===== src/rtl/enq_allocator_if.sv =====
// Enqueue-allocator bus: enqueue handshake, dequeue release, flush and the
// registered occupancy status that the allocator reports back.
interface enq_allocator_if #(
  parameter int NumEntries = 4,
  parameter int NumEnq     = 2
);
  localparam int CntW = $clog2(NumEntries + 1);

  // Enqueue side
  logic [NumEnq-1:0]                 enq_valid_i;
  logic [NumEnq-1:0]                 enq_ready_o;
  logic [NumEnq-1:0]                 enq_fire_o;
  logic [NumEnq-1:0][NumEntries-1:0] enq_mask_o;

  // Dequeue / flush side
  logic                              deq_fire_i;
  logic [NumEntries-1:0]             deq_mask_i;
  logic                              flush_i;

  // Status
  logic [NumEntries-1:0]             entry_vld_o;
  logic [CntW-1:0]                   count_o;
  logic                              full_o;
  logic                              empty_o;
  logic                              error_o;

  // Requester / queue controller side
  modport master (
    output enq_valid_i, deq_fire_i, deq_mask_i, flush_i,
    input  enq_ready_o, enq_fire_o, enq_mask_o,
    input  entry_vld_o, count_o, full_o, empty_o, error_o
  );

  // Allocator side
  modport slave (
    input  enq_valid_i, deq_fire_i, deq_mask_i, flush_i,
    output enq_ready_o, enq_fire_o, enq_mask_o,
    output entry_vld_o, count_o, full_o, empty_o, error_o
  );
endinterface


===== src/rtl/enq_allocator.sv =====
// Enqueue allocator: tracks which of NumEntries queue entries are occupied,
// hands each enqueue port a distinct free entry (port j gets the (j+1)-th
// lowest free index), and releases entries on dequeue. Occupancy and a
// sticky illegal-dequeue flag are kept in registers.
module enq_allocator #(
  parameter int NumEntries = 4,
  parameter int NumEnq     = 2
) (
  input logic            clk_i,
  input logic            rst_ni,
  enq_allocator_if.slave bus
);
  localparam int CntW = $clog2(NumEntries + 1);

  // Number of set bits in an entry-wide vector.
  function automatic logic [CntW-1:0] popcount_entries(input logic [NumEntries-1:0] v);
    logic [CntW-1:0] c;
    c = '0;
    for (int i = 0; i < NumEntries; i++) begin
      c = c + CntW'(v[i]);
    end
    return c;
  endfunction

  // Number of set bits in a port-wide vector (NumEnq <= NumEntries, so it fits).
  function automatic logic [CntW-1:0] popcount_ports(input logic [NumEnq-1:0] v);
    logic [CntW-1:0] c;
    c = '0;
    for (int j = 0; j < NumEnq; j++) begin
      c = c + CntW'(v[j]);
    end
    return c;
  endfunction

  // Registered state
  logic [NumEntries-1:0]             vld_p1;
  logic [CntW-1:0]                   cnt_p1;
  logic                              err_p1;

  // Combinational allocation / release datapath
  logic [NumEntries-1:0]             free_p0;
  logic [NumEnq-1:0][NumEntries-1:0] cand_mask_p0;
  logic [NumEnq-1:0][NumEntries-1:0] enq_mask_p0;
  logic [NumEnq-1:0]                 rdy_p0;
  logic [NumEnq-1:0]                 fire_p0;
  logic [NumEntries-1:0]             deq_eff_p0;
  logic                              illegal_deq_p0;
  logic [NumEntries-1:0]             enq_set_p0;
  logic [NumEntries-1:0]             vld_nxt_p0;
  logic [CntW-1:0]                   cnt_nxt_p0;

  // Only entries free at the start of the cycle are allocatable, so an entry
  // being dequeued this cycle is never handed out again until next cycle.
  assign free_p0 = ~vld_p1;

  // Walk free entries from index 0 upward; the k-th one found goes to port k.
  always_comb begin : alloc_comb
    int seen;
    cand_mask_p0 = '0;
    seen         = 0;
    for (int i = 0; i < NumEntries; i++) begin
      if (free_p0[i]) begin
        for (int j = 0; j < NumEnq; j++) begin
          if (seen == j) begin
            cand_mask_p0[j][i] = 1'b1;
          end
        end
        seen = seen + 1;
      end
    end
  end

  // Ready depends only on free entries and flush, never on enq_valid_i.
  always_comb begin
    rdy_p0      = '0;
    enq_mask_p0 = '0;
    fire_p0     = '0;
    for (int j = 0; j < NumEnq; j++) begin
      rdy_p0[j]      = ~bus.flush_i & (|cand_mask_p0[j]);
      enq_mask_p0[j] = rdy_p0[j] ? cand_mask_p0[j] : '0;
      fire_p0[j]     = bus.enq_valid_i[j] & rdy_p0[j];
    end
  end

  // Dequeue releases only valid entries; mask bits on empty entries are errors.
  always_comb begin
    deq_eff_p0     = '0;
    illegal_deq_p0 = 1'b0;
    if (bus.deq_fire_i && !bus.flush_i) begin
      deq_eff_p0     = bus.deq_mask_i & vld_p1;
      illegal_deq_p0 = |(bus.deq_mask_i & ~vld_p1);
    end
  end

  // Next-state: set fired allocations, clear released entries, flush wins.
  always_comb begin
    enq_set_p0 = '0;
    for (int j = 0; j < NumEnq; j++) begin
      if (fire_p0[j]) begin
        enq_set_p0 = enq_set_p0 | enq_mask_p0[j];
      end
    end
    if (bus.flush_i) begin
      vld_nxt_p0 = '0;
      cnt_nxt_p0 = '0;
    end else begin
      vld_nxt_p0 = (vld_p1 & ~deq_eff_p0) | enq_set_p0;
      cnt_nxt_p0 = cnt_p1 + popcount_ports(fire_p0) - popcount_entries(deq_eff_p0);
    end
  end

  // ---- stage boundary: p0 combinational -> p1 registered state ----
  // Entry state, occupancy and sticky error; reset discards any in-flight update.
  always_ff @(posedge clk_i or negedge rst_ni) begin
    if (!rst_ni) begin
      vld_p1 <= '0;
      cnt_p1 <= '0;
      err_p1 <= 1'b0;
    end else begin
      vld_p1 <= vld_nxt_p0;
      cnt_p1 <= cnt_nxt_p0;
      err_p1 <= err_p1 | illegal_deq_p0;
    end
  end

  assign bus.enq_ready_o = rdy_p0;
  assign bus.enq_fire_o  = fire_p0;
  assign bus.enq_mask_o  = enq_mask_p0;
  assign bus.entry_vld_o = vld_p1;
  assign bus.count_o     = cnt_p1;
  assign bus.full_o      = (cnt_p1 == CntW'(NumEntries));
  assign bus.empty_o     = (cnt_p1 == '0);
  assign bus.error_o     = err_p1;
endmodule


===== src/flat_wrapper.sv =====
// flat-port wrapper written by rule: the top's interface ports become plain ports
module enq_allocator_flat 
#(
  parameter int NumEntries = 4,
  parameter int NumEnq     = 2
)
  (clk_i, rst_ni, bus_enq_valid_i, bus_deq_fire_i, bus_deq_mask_i, bus_flush_i, bus_enq_ready_o, bus_enq_fire_o, bus_enq_mask_o, bus_entry_vld_o, bus_count_o, bus_full_o, bus_empty_o, bus_error_o);
  enq_allocator_if #(.NumEntries(NumEntries), .NumEnq(NumEnq)) bus_i ();
  input logic clk_i;
  input logic rst_ni;
  input wire logic [$bits(bus_i.enq_valid_i)-1:0] bus_enq_valid_i;
  input wire logic [$bits(bus_i.deq_fire_i)-1:0] bus_deq_fire_i;
  input wire logic [$bits(bus_i.deq_mask_i)-1:0] bus_deq_mask_i;
  input wire logic [$bits(bus_i.flush_i)-1:0] bus_flush_i;
  output wire logic [$bits(bus_i.enq_ready_o)-1:0] bus_enq_ready_o;
  output wire logic [$bits(bus_i.enq_fire_o)-1:0] bus_enq_fire_o;
  output wire logic [$bits(bus_i.enq_mask_o)-1:0] bus_enq_mask_o;
  output wire logic [$bits(bus_i.entry_vld_o)-1:0] bus_entry_vld_o;
  output wire logic [$bits(bus_i.count_o)-1:0] bus_count_o;
  output wire logic [$bits(bus_i.full_o)-1:0] bus_full_o;
  output wire logic [$bits(bus_i.empty_o)-1:0] bus_empty_o;
  output wire logic [$bits(bus_i.error_o)-1:0] bus_error_o;
  assign bus_i.enq_valid_i = bus_enq_valid_i;
  assign bus_i.deq_fire_i = bus_deq_fire_i;
  assign bus_i.deq_mask_i = bus_deq_mask_i;
  assign bus_i.flush_i = bus_flush_i;
  assign bus_enq_ready_o = bus_i.enq_ready_o;
  assign bus_enq_fire_o = bus_i.enq_fire_o;
  assign bus_enq_mask_o = bus_i.enq_mask_o;
  assign bus_entry_vld_o = bus_i.entry_vld_o;
  assign bus_count_o = bus_i.count_o;
  assign bus_full_o = bus_i.full_o;
  assign bus_empty_o = bus_i.empty_o;
  assign bus_error_o = bus_i.error_o;
  enq_allocator #(.NumEntries(NumEntries), .NumEnq(NumEnq)) u_core (.clk_i(clk_i), .rst_ni(rst_ni), .bus(bus_i));
endmodule

===== config.mk =====
export PLATFORM = sky130hd
export DESIGN_NAME = enq_allocator_flat
export DESIGN_NICKNAME = d
export VERILOG_FILES = /design/src/rtl/enq_allocator_if.sv /design/src/rtl/enq_allocator.sv /design/src/flat_wrapper.sv
export SDC_FILE = /design/constraint.sdc
export NUM_CORES = 1
export LEC_CHECK = 0
export BUFFER_PORTS_ARGS = -buffer_cell sky130_fd_sc_hd__buf_2
export CORE_MARGIN = 3
export CORE_UTILIZATION = 40
export DETAILED_ROUTE_END_ITERATION = 8
export PLACE_DENSITY = 0.67
export SYNTH_ARGS = -nofsm -noshare
export SYNTH_HDL_FRONTEND = slang
export SYNTH_SLANG_ARGS = --single-unit
export TNS_END_PERCENT = 5

===== constraint.sdc =====
create_clock -name clk_i -period 5.4 [get_ports clk_i]
set_clock_uncertainty 0.1 [all_clocks]
set_input_delay 1.62 -clock clk_i [delete_from_list [all_inputs] [get_ports clk_i]]
set_output_delay 1.62 -clock clk_i [all_outputs]
set_load 0.03 [all_outputs]

==> results of run 1 <==
-- critical path, cell delays in order --
cell     delay, ns
buf_2         0.20
nor2b_1       0.31
and3_1        0.22
ha_1          0.25
xnor2_1       0.14
ha_1          0.31
xor2_1        0.15
ha_1          0.28
ha_1          0.14
inv_1         0.05
fa_1          0.37
xnor2_1       0.20
xnor2_1       0.15
nor2_1        0.05
-- cell families after synthesis --
family	Yosys count	share of synthesized area (%)
AND/OR/NAND/NOR	31	22.78
XOR/XNOR	5	5.177
buffers and inverters	12	6.656
other	1	0.4434
flip-flops	8	23.67
multiplexers	1	1.183
adder cells (fa/ha/maj)	15	24.85
AO/OA/AOI/OAI	17	15.24
-- power groups by stage --
| stage | sequential (mW) | combinational [mW] | clock, mW |
|---|---|---|---|
| 5_1_grt | 0.0898 | 0.188 | 0.0493 |
| 6_report | 0.0877 | 0.173 | 0.0465 |
| 4_1_cts | 0.0877 | 0.174 | 0.0479 |
| 3_3_place_gp | 0.0881 | 0.173 | 0 |
| 2_1_floorplan | 0.107 | 0.107 | 0 |
| 3_5_place_dp | 0.0886 | 0.172 | 0 |
-- cell type report --
class / count / area (um2)
Multi-Input combinational cell: 70 / 589.3
Sequential cell: 8 / 200.2
Fill cell: 192 / 952.2
Timing Repair Buffer: 30 / 150.1
Clock buffer: 3 / 22.52
Tap cell: 27 / 33.78
Inverter: 9 / 33.78
-- cell usage in the layout, fill, tap and decap left out, types with 2 or more instances in the layout --
master	netlist	final
buf_2	0	30
ha_1	12	12
inv_1	8	8
dfrtp_1	8	8
nor2b_1	7	7
nor2_1	7	7
a21oi_1	6	6
xnor2_1	4	4
and3_1	4	4
fa_1	3	3
clkbuf_4	0	3
a21o_1	2	2
nand2_1	2	2
and2_1	2	2
a311oi_1	2	2
a22oi_1	2	2
-- through the flow --
step | util (%) | cell area, um2 | cells | worst slack [ns]
after floorplan | - | 845.8 | 90 | 0.7169
after global placement | 50.82 | 1007 | 144 | 0.8298
after detailed placement | 50.82 | 1007 | 144 | 0.7351
after CTS | 51.96 | 1030 | 147 | 0.9903
after global routing | 51.96 | 1030 | 147 | 0.7188
final | 51.96 | 1030 | 147 | 1.003
-- sequential cells by signal, indices dropped and copies added, names as in the netlist --
| name | cells |
|---|---|
| u_core.bus.count_o | 3 |
| u_core.bus.entry_vld_o | 4 |
| u_core.bus.error_o | 1 |
-- how the worst min path moves through the flow --
stage	to	cells past startpoint	slack, ns	startpoint
floorplan	u_core.bus.error_o	1	0.54	u_core.bus.error_o
global placement	u_core.bus.error_o	1	0.37	u_core.bus.error_o
detailed placement	u_core.bus.error_o	1	0.35	u_core.bus.error_o
CTS	u_core.bus.error_o	1	0.38	u_core.bus.error_o
global route	u_core.bus.error_o	1	0.40	u_core.bus.error_o
finish	u_core.bus.error_o	1	0.40	u_core.bus.error_o
-- layer usage --
metal / global-route usage (%) / wire length [um] / share of wire, %
met3: 2.292 / 123 / 6.5
met1: 20.04 / 922 / 49
met4: 4.367 / 12 / 0.63
met5: 0 / 0 / 0
met2: 25.94 / 843 / 44
==> qor.csv, run 1 <==
metric;value;unit
status;completed;
peakVddDrop;205.7;uV
gp_congestion;0.8352;
clkTransAtPathRegs;0.06;ns
die_w;51.99;um
netlist_area;845.8;um2
seqPwrFrac;28.6;%
whs;0.3953;ns
dieArea;2702;um2
dp_hpwl;1544;um
synthArstFlopShare;100.0;%
cts_num_sinks;8;
power_leakage;0.5405;nW
vias;777;
crit_required;5.44;ns
crit_start;bus_flush_i;
hold_viol;0;
reg2reg_to;u_core.bus.count_o[2];
wire_per_inst;12.93;um
dr.pass1.iters;4;
grt_pass1_vias;761;
holdCritPathClass;register to register;
swShare;48.41;%
cts.htree.levels;1;
yosys_warnings;0;
yosys-top-cells-area;dfrtp_1, ha_1, fa_1;
yosysTopAreaCellShare;23.67;%
cts_buffers;3;
total_power;306.8;uW
cts_resized;0;
rsz0062_at_grt;no;
drive_gt1_share;32.50;%
ys_types;35;
cts_tree;yes;
area_growth;21.75;%
antenna_cells;0;
reg2reg_setup_slack;1.01;ns
vias_per_cell;5.286;
ioPinCount;32;
core.rowCount;16;
grt_use_total;15.34;%
synth-edff-count;0;
seq_area_frac_synth;23.67;%
startpoint_type;primary input;
slew_violations;0;
arrival;4.43;ns
ys.flop_type;dfrtp_1;
syn_inst;90;
tns;0;ns
r2r_start;u_core.bus.entry_vld_o[0];
crit_fanout;16;
antenna_found_initial;0;
postCtsHoldBufs;0;
rr_worst_depth;17;
worstSetupEndpointType;register;
netlist_top_cells_count;ha_1, dfrtp_1, inv_1;
clk_latency;0.26;ns
coreArea;1982;um2
initial_utilization;42.68;%
ant_nets;0;
post_cts_buffers;0;
p_clk_share;15.2;%
syn_area_per_cell;9.398;um2
nets;147;
cap_violations;0;
setup_viol;0;
routed_wirelength;1901;um
p_switching;148.5;uW
fp.dieH;51.99;um
grt_first_pass_wirelength;3174;um
power_density;298.0;nW/um2
ys_ff_latch;8;
drc_errors;0;
synth.most_common_cell;ha_1;
first_iter_violations;6;
finalCriticalPeriod;4.397;ns
grt_max_degree;17;
cts-root-buf;clkbuf_4;
clockBufferDepth;2;
fin_crit_sh;81.43;%
overflow;0;
crit_end;u_core.bus.count_o[2];
port_buffers;30;
fmax;227.4;MHz
critPathKind;primary input to register;
syn_nets;115;
synth.largest_area_cell;dfrtp_1;
p_comb_share;56.3;%
p_int;158.3;uW
Power figures use the tool's default switching activity.
==> inputs of run 2 (changes only) <==
--- a/config.mk
+++ b/config.mk
@@ -9,7 +9,7 @@
 export CORE_MARGIN = 3
 export CORE_UTILIZATION = 40
 export DETAILED_ROUTE_END_ITERATION = 8
-export PLACE_DENSITY = 0.67
+export PLACE_DENSITY = 0.7
 export SYNTH_ARGS = -nofsm -noshare
 export SYNTH_HDL_FRONTEND = slang
 export SYNTH_SLANG_ARGS = --single-unit
==> constraint.sdc (replaced) <==
create_clock -name clk_i -period 3.5 [get_ports clk_i]
set_clock_uncertainty 0.1 [all_clocks]
set_input_delay 1.05 -clock clk_i [delete_from_list [all_inputs] [get_ports clk_i]]
set_output_delay 1.05 -clock clk_i [all_outputs]
set_load 0.03 [all_outputs]
==> qor.csv, run 2 (synthesis gave the netlist of run 1 again) <==
metric;value;unit;change
status;finished with violations;;was completed
violations;negative setup slack;;
antenna_cells;0;;unchanged
port_buffers;30;;unchanged
hp-start;u_core.bus.error_o;;unchanged
final_common_cell;buf_2;;unchanged
fin_crit_sh;107.9;%;
dieArea;2702;um2;unchanged
initial_utilization;42.68;%;unchanged
nets;173;;was 147
cap_violations;0;;unchanged
fin_ws;-0.2781;ns;was 1.003 ns
power_density;429.5;nW/um2;was 298.0 nW/um2
holdCritPathClass;register to register;;unchanged
drc_errors;0;;unchanged
startpoint_type;register;;was primary input
cts_num_sinks;8;;unchanged
critPathBufInv;2;;unchanged
area_growth;56.66;%;was 21.75%
cpPeakStageDelay;0.62;ns;was 0.37 ns
cts-root-buf;clkbuf_4;;unchanged
grt_first_pass_wirelength;4022;um;was 3174 um
arrival;3.83;ns;was 4.43 ns
hold_end;u_core.bus.error_o;;unchanged
critPathSlowestCell;fa_2;;was fa_1
crit_fanout;5;;was 16
rsz0062_at_grt;yes;;was no
worstSetupEndpointType;register;;unchanged
dr.pass1.iters;4;;unchanged
first_iter_violations;7;;was 6
overflow;0;;unchanged
fill_cells;154;;was 192
grt_max_degree;16;;was 17
cts_buffers;3;;unchanged
routed_wirelength;2371;um;was 1901 um
reg2reg_to;u_core.bus.count_o[2];;unchanged
ant_nets;0;;unchanged
postCtsHoldBufs;0;;unchanged
gp_congestion;0.8770;;was 0.8352
worst_path_dominant_cell_family;adder cells;;unchanged
slew_violations;0;;unchanged
final-seq-area;203.9;um2;was 200.2 um2
dp_hpwl;1936;um;was 1544 um
whs;0.3554;ns;was 0.3953 ns
die_w;51.99;um;unchanged
largest_reg_flops;4;;unchanged
wire_per_inst;13.63;um;was 12.93 um
vias_per_cell;5.000;;was 5.286
finalCriticalPeriod;3.778;ns;
hold_path_depth;1;;unchanged
clkTransAtPathRegs;0.07;ns;was 0.06 ns
antenna_found_initial;0;;unchanged
crit_required;3.55;ns;was 5.44 ns
critPathKind;register to register;;was primary input to register
hold_viol;0;;unchanged
vias;870;;was 777
peakVddDrop;281.3;uV;was 205.7 uV
cts_tree;yes;;unchanged
grt_pass1_vias;927;;was 761
r2r_start;u_core.bus.entry_vld_o[1];;was u_core.bus.entry_vld_o[0]
setup_viol;2;;was 0
coreArea;1982;um2;unchanged
cts.htree.levels;1;;unchanged
core.rowCount;16;;unchanged
ioPinCount;32;;unchanged
fp.dieH;51.99;um;unchanged
drive_gt1_share;55.10;%;was 32.50%
final_cell_mix;buf_2, buf_4, ha_1, nor2b_1, a21oi_1;;was buf_2, ha_1, inv_1, dfrtp_1
grt_use_total;20.14;%;was 15.34%
power_leakage;0.6822;nW;was 0.5405 nW
rr_worst_depth;16;;was 17
clockBufferDepth;2;;unchanged
fmax;264.7;MHz;
clk_latency;0.28;ns;was 0.26 ns
multiInputGateArea;681.9;um2;was 589.3 um2
path_cells;inv_2, fa_2, nor2_2, a2111oi_4, nor2_2, and2_4, ha_4, xnor2_4, ha_4, a21o_1, fa_1, inv_2, fa_2, xnor2_2, xnor2_1, nor2_1;;was buf_2, nor2b_1, and3_1, ha_1, xnor2_1, ha_1, xor2_1, ha_1, ha_1, inv_1, fa_1, xnor2_1, xnor2_1, nor2_1
reg2reg_setup_slack;-0.28;ns;was 1.01 ns
total_power;569.1;uW;was 306.8 uW
[run 2: layer usage]
layer | track usage (%) | wire (um)
met3 | 1.719 | 133
met5 | 0 | 0
met2 | 35.56 | 1159
met1 | 24.82 | 1049
met4 | 8.297 | 29
[run 2: per-stage QoR]
stage               instances  setup WS (ns)  util, %  instance area (um2)  TNS [ns]
floorplan                  90        -0.5885        -                888.4    -1.143
global placement          169        -0.3789    62.44                 1237   -0.6041
detailed placement        169        -0.4392    62.44                 1237   -0.7284
CTS                       174        -0.3078    66.86                 1325   -0.4486
global route              174        -0.4480    66.86                 1325   -0.6856
finish                    174        -0.2781    66.86                 1325   -0.4140
[run 2: final cells by class]
cell class / count / share of cell area, %
Clock buffer: 4 / 1.983
Inverter: 9 / 2.550
Multi-Input combinational cell: 70 / 51.46
Sequential cell: 8 / 15.39
Tap cell: 27 / 2.550
Timing Repair Buffer: 56 / 26.06
[run 2: what timing repair did]
item,4_1_cts,5_1_grt
resized for setup,9,0
buffers inserted,1,0
pin swaps,4,3
endpoints found under the setup margin,2,2
cloned,0,0
[run 2: power by group]
group / switching, mW / leakage [nW] / internal (mW)
clock: 0.0406 / 0.0150 / 0.0441
combinational: 0.202 / 0.570 / 0.152
sequential: 0.0202 / 0.0974 / 0.110
[run 2: worst max-delay path by stage]
stage	endpoint	slack, ns	startpoint	cells past startpoint
2_1_floorplan	u_core.bus.count_o[2]	-0.59	u_core.bus.entry_vld_o[2]	16
3_3_place_gp	u_core.bus.count_o[2]	-0.38	bus_flush_i	13
3_5_place_dp	u_core.bus.count_o[2]	-0.44	bus_flush_i	14
4_1_cts	u_core.bus.count_o[2]	-0.31	u_core.bus.entry_vld_o[2]	16
5_1_grt	u_core.bus.count_o[2]	-0.45	u_core.bus.entry_vld_o[1]	16
6_report	u_core.bus.count_o[2]	-0.28	u_core.bus.entry_vld_o[1]	16
==> inputs of run 3 (changes only) <==
--- a/config.mk
+++ b/config.mk
@@ -7,9 +7,8 @@
 export LEC_CHECK = 0
 export BUFFER_PORTS_ARGS = -buffer_cell sky130_fd_sc_hd__buf_2
 export CORE_MARGIN = 3
-export CORE_UTILIZATION = 40
+export CORE_UTILIZATION = 31
 export DETAILED_ROUTE_END_ITERATION = 8
-export PLACE_DENSITY = 0.7
 export SYNTH_ARGS = -nofsm -noshare
 export SYNTH_HDL_FRONTEND = slang
 export SYNTH_SLANG_ARGS = --single-unit
==> qor.csv, run 3 (synthesis gave the netlist of run 1 again) <==
metric;value;unit;change
status;finished with violations;;unchanged
violations;negative setup slack;;unchanged
largest_reg_flops;4;;unchanged
peakVddDrop;392.0;uV;was 281.3 uV
overflow;0;;unchanged
dr.pass1.iters;4;;unchanged
cts-root-buf;clkbuf_4;;unchanged
clk_latency;0.27;ns;was 0.28 ns
wire_per_inst;13.86;um;was 13.63 um
finalCriticalPeriod;3.798;ns;was 3.778 ns
area_growth;55.18;%;was 56.66%
cpPeakStageDelay;0.60;ns;was 0.62 ns
post-route-util;51.57;%;was 66.86%
final_common_cell;buf_2;;unchanged
die_w;58.24;um;was 51.99 um
grt_first_pass_wirelength;4202;um;was 4022 um
drive_gt1_share;52.67;%;was 55.10%
arrival;3.85;ns;was 3.83 ns
drc_errors;0;;unchanged
postCtsHoldBufs;0;;unchanged
grt_max_degree;13;;was 16
vias_per_cell;4.794;;was 5.000
grt_use_total;16.32;%;was 20.14%
vias;863;;was 870
fin_crit_sh;108.5;%;was 107.9%
cts_buffers;3;;unchanged
crit_fanout;4;;was 5
power_leakage;0.6917;nW;was 0.6822 nW
crit_required;3.55;ns;about the same
hold_viol;0;;unchanged
port_buffers;30;;unchanged
fin_ws;-0.2978;ns;was -0.2781 ns
critPathSlowestCell;fa_2;;unchanged
power_density;428.4;nW/um2;was 429.5 nW/um2
fp.dieH;58.24;um;was 51.99 um
cts_tree;yes;;unchanged
fmax;263.3;MHz;was 264.7 MHz
first_iter_violations;27;;was 7
path_cells;inv_2, fa_2, nor2_1, a2111oi_2, nor2_2, and2_4, ha_4, xnor2_1, ha_1, a21o_1, fa_1, inv_1, fa_2, xnor2_2, xnor2_1, nor2_1;;was inv_2, fa_2, nor2_2, a2111oi_4, nor2_2, and2_4, ha_4, xnor2_4, ha_4, a21o_1, fa_1, inv_2, fa_2, xnor2_2, xnor2_1, nor2_1
setup_viol;2;;unchanged
nets;176;;was 173
final_cell_mix;buf_2, buf_4, ha_1, inv_1, nor2b_1;;was buf_2, buf_4, ha_1, nor2b_1, a21oi_1
holdCritPathClass;register to register;;unchanged
ant_nets;0;;unchanged
rsz0062_at_grt;yes;;unchanged
coreArea;2545;um2;was 1982 um2
critPathKind;register to register;;unchanged
initial_utilization;33.23;%;was 42.68%
cts.htree.levels;1;;unchanged
dieArea;3391;um2;was 2702 um2
antenna_cells;0;;unchanged
place_area;1264;um2;was 1237 um2
routed_wirelength;2494;um;was 2371 um
startpoint_type;register;;unchanged
dp_hpwl;2031;um;was 1936 um
core.rowCount;18;;was 16
slew_violations;0;;unchanged
ioPinCount;32;;unchanged
cap_violations;0;;unchanged
worstSetupEndpointType;register;;unchanged
clockBufferDepth;2;;unchanged
grt_pass1_vias;892;;was 927
antenna_found_initial;0;;unchanged
cts_num_sinks;8;;unchanged
fin_area;1313;um2;was 1325 um2
clkTransAtPathRegs;0.07;ns;about the same
gp_congestion;0.8475;;was 0.8770
## run 3: area by class of cell
cell class / instances / area (um2)
well taps: 30 / 37.54
fillers: 246 / 1232
repair buffers: 59 / 367.9
flip-flops and latches: 8 / 203.9
clock buffers: 4 / 26.28
multi-input cells: 70 / 643.1
inverters: 9 / 33.78
## run 3: final timing paths
path,startpoint,slack [ns],endpoint,cells after the start
max reg2reg,u_core.bus.entry_vld_o[2],-0.30,u_core.bus.count_o[2],16
min reg2reg,u_core.bus.error_o,0.36,u_core.bus.error_o,1
max,u_core.bus.entry_vld_o[2],-0.30,u_core.bus.count_o[2],16
max in group asynchronous,rst_ni,2.58,u_core.bus.entry_vld_o[2],1
min in group asynchronous,rst_ni,0.52,u_core.bus.error_o,1
min,u_core.bus.error_o,0.36,u_core.bus.error_o,1
## run 3: stage by stage
step | power (mW) | instances | TNS, ns | setup WS [ns] | hold slack [ns]
5_1_grt | 0.6081 | 180 | -0.8373 | -0.5118 | 0.4020
4_1_cts | 0.5644 | 180 | -0.5069 | -0.3376 | 0.3669
3_3_place_gp | 0.4603 | 175 | -0.4209 | -0.2921 | 0.3399
6_report | 0.5623 | 180 | -0.4350 | -0.2978 | 0.3650
2_1_floorplan | 0.3426 | 90 | -1.143 | -0.5885 | 0.5362
3_5_place_dp | 0.4668 | 175 | -0.5603 | -0.3683 | 0.3470
## run 3: report_power, final
| group | internal [mW] | switching, mW | leakage [nW] |
|---|---|---|---|
| registers | 0.110 | 0.0198 | 0.0974 |
| logic | 0.151 | 0.197 | 0.579 |
| clock network | 0.0441 | 0.0404 | 0.0150 |
| total | 0.305 | 0.257 | 0.692 |
## run 3: routing by layer
layer	GRT usage [%]	vias up	routed length [um]	share of wire, %
met5	0	-	0	0
met4	4.967	0	23	0.92
met3	1.782	2	128	5.1
met2	27.26	26	1209	48
met1	22.04	402	1133	45
li1	-	433	-	-
## run 3: worst max-delay path: cells and delay by family, from the launching register on
kind / cells / cell delay, ns
adder cells (fa/ha/maj): 5 / 1.82
AO/OA/AOI/OAI: 2 / 0.52
XOR/XNOR: 3 / 0.42
flip-flops: 1 / 0.36
AND/OR/NAND/NOR: 4 / 0.36
buffers and inverters: 2 / 0.11
## run 3: repair_timing
action                                  4_1_cts  5_1_grt
endpoints found under the setup margin        2        4
pin swaps                                     3        0
resized for setup                             1        1
buffers inserted                              1        0
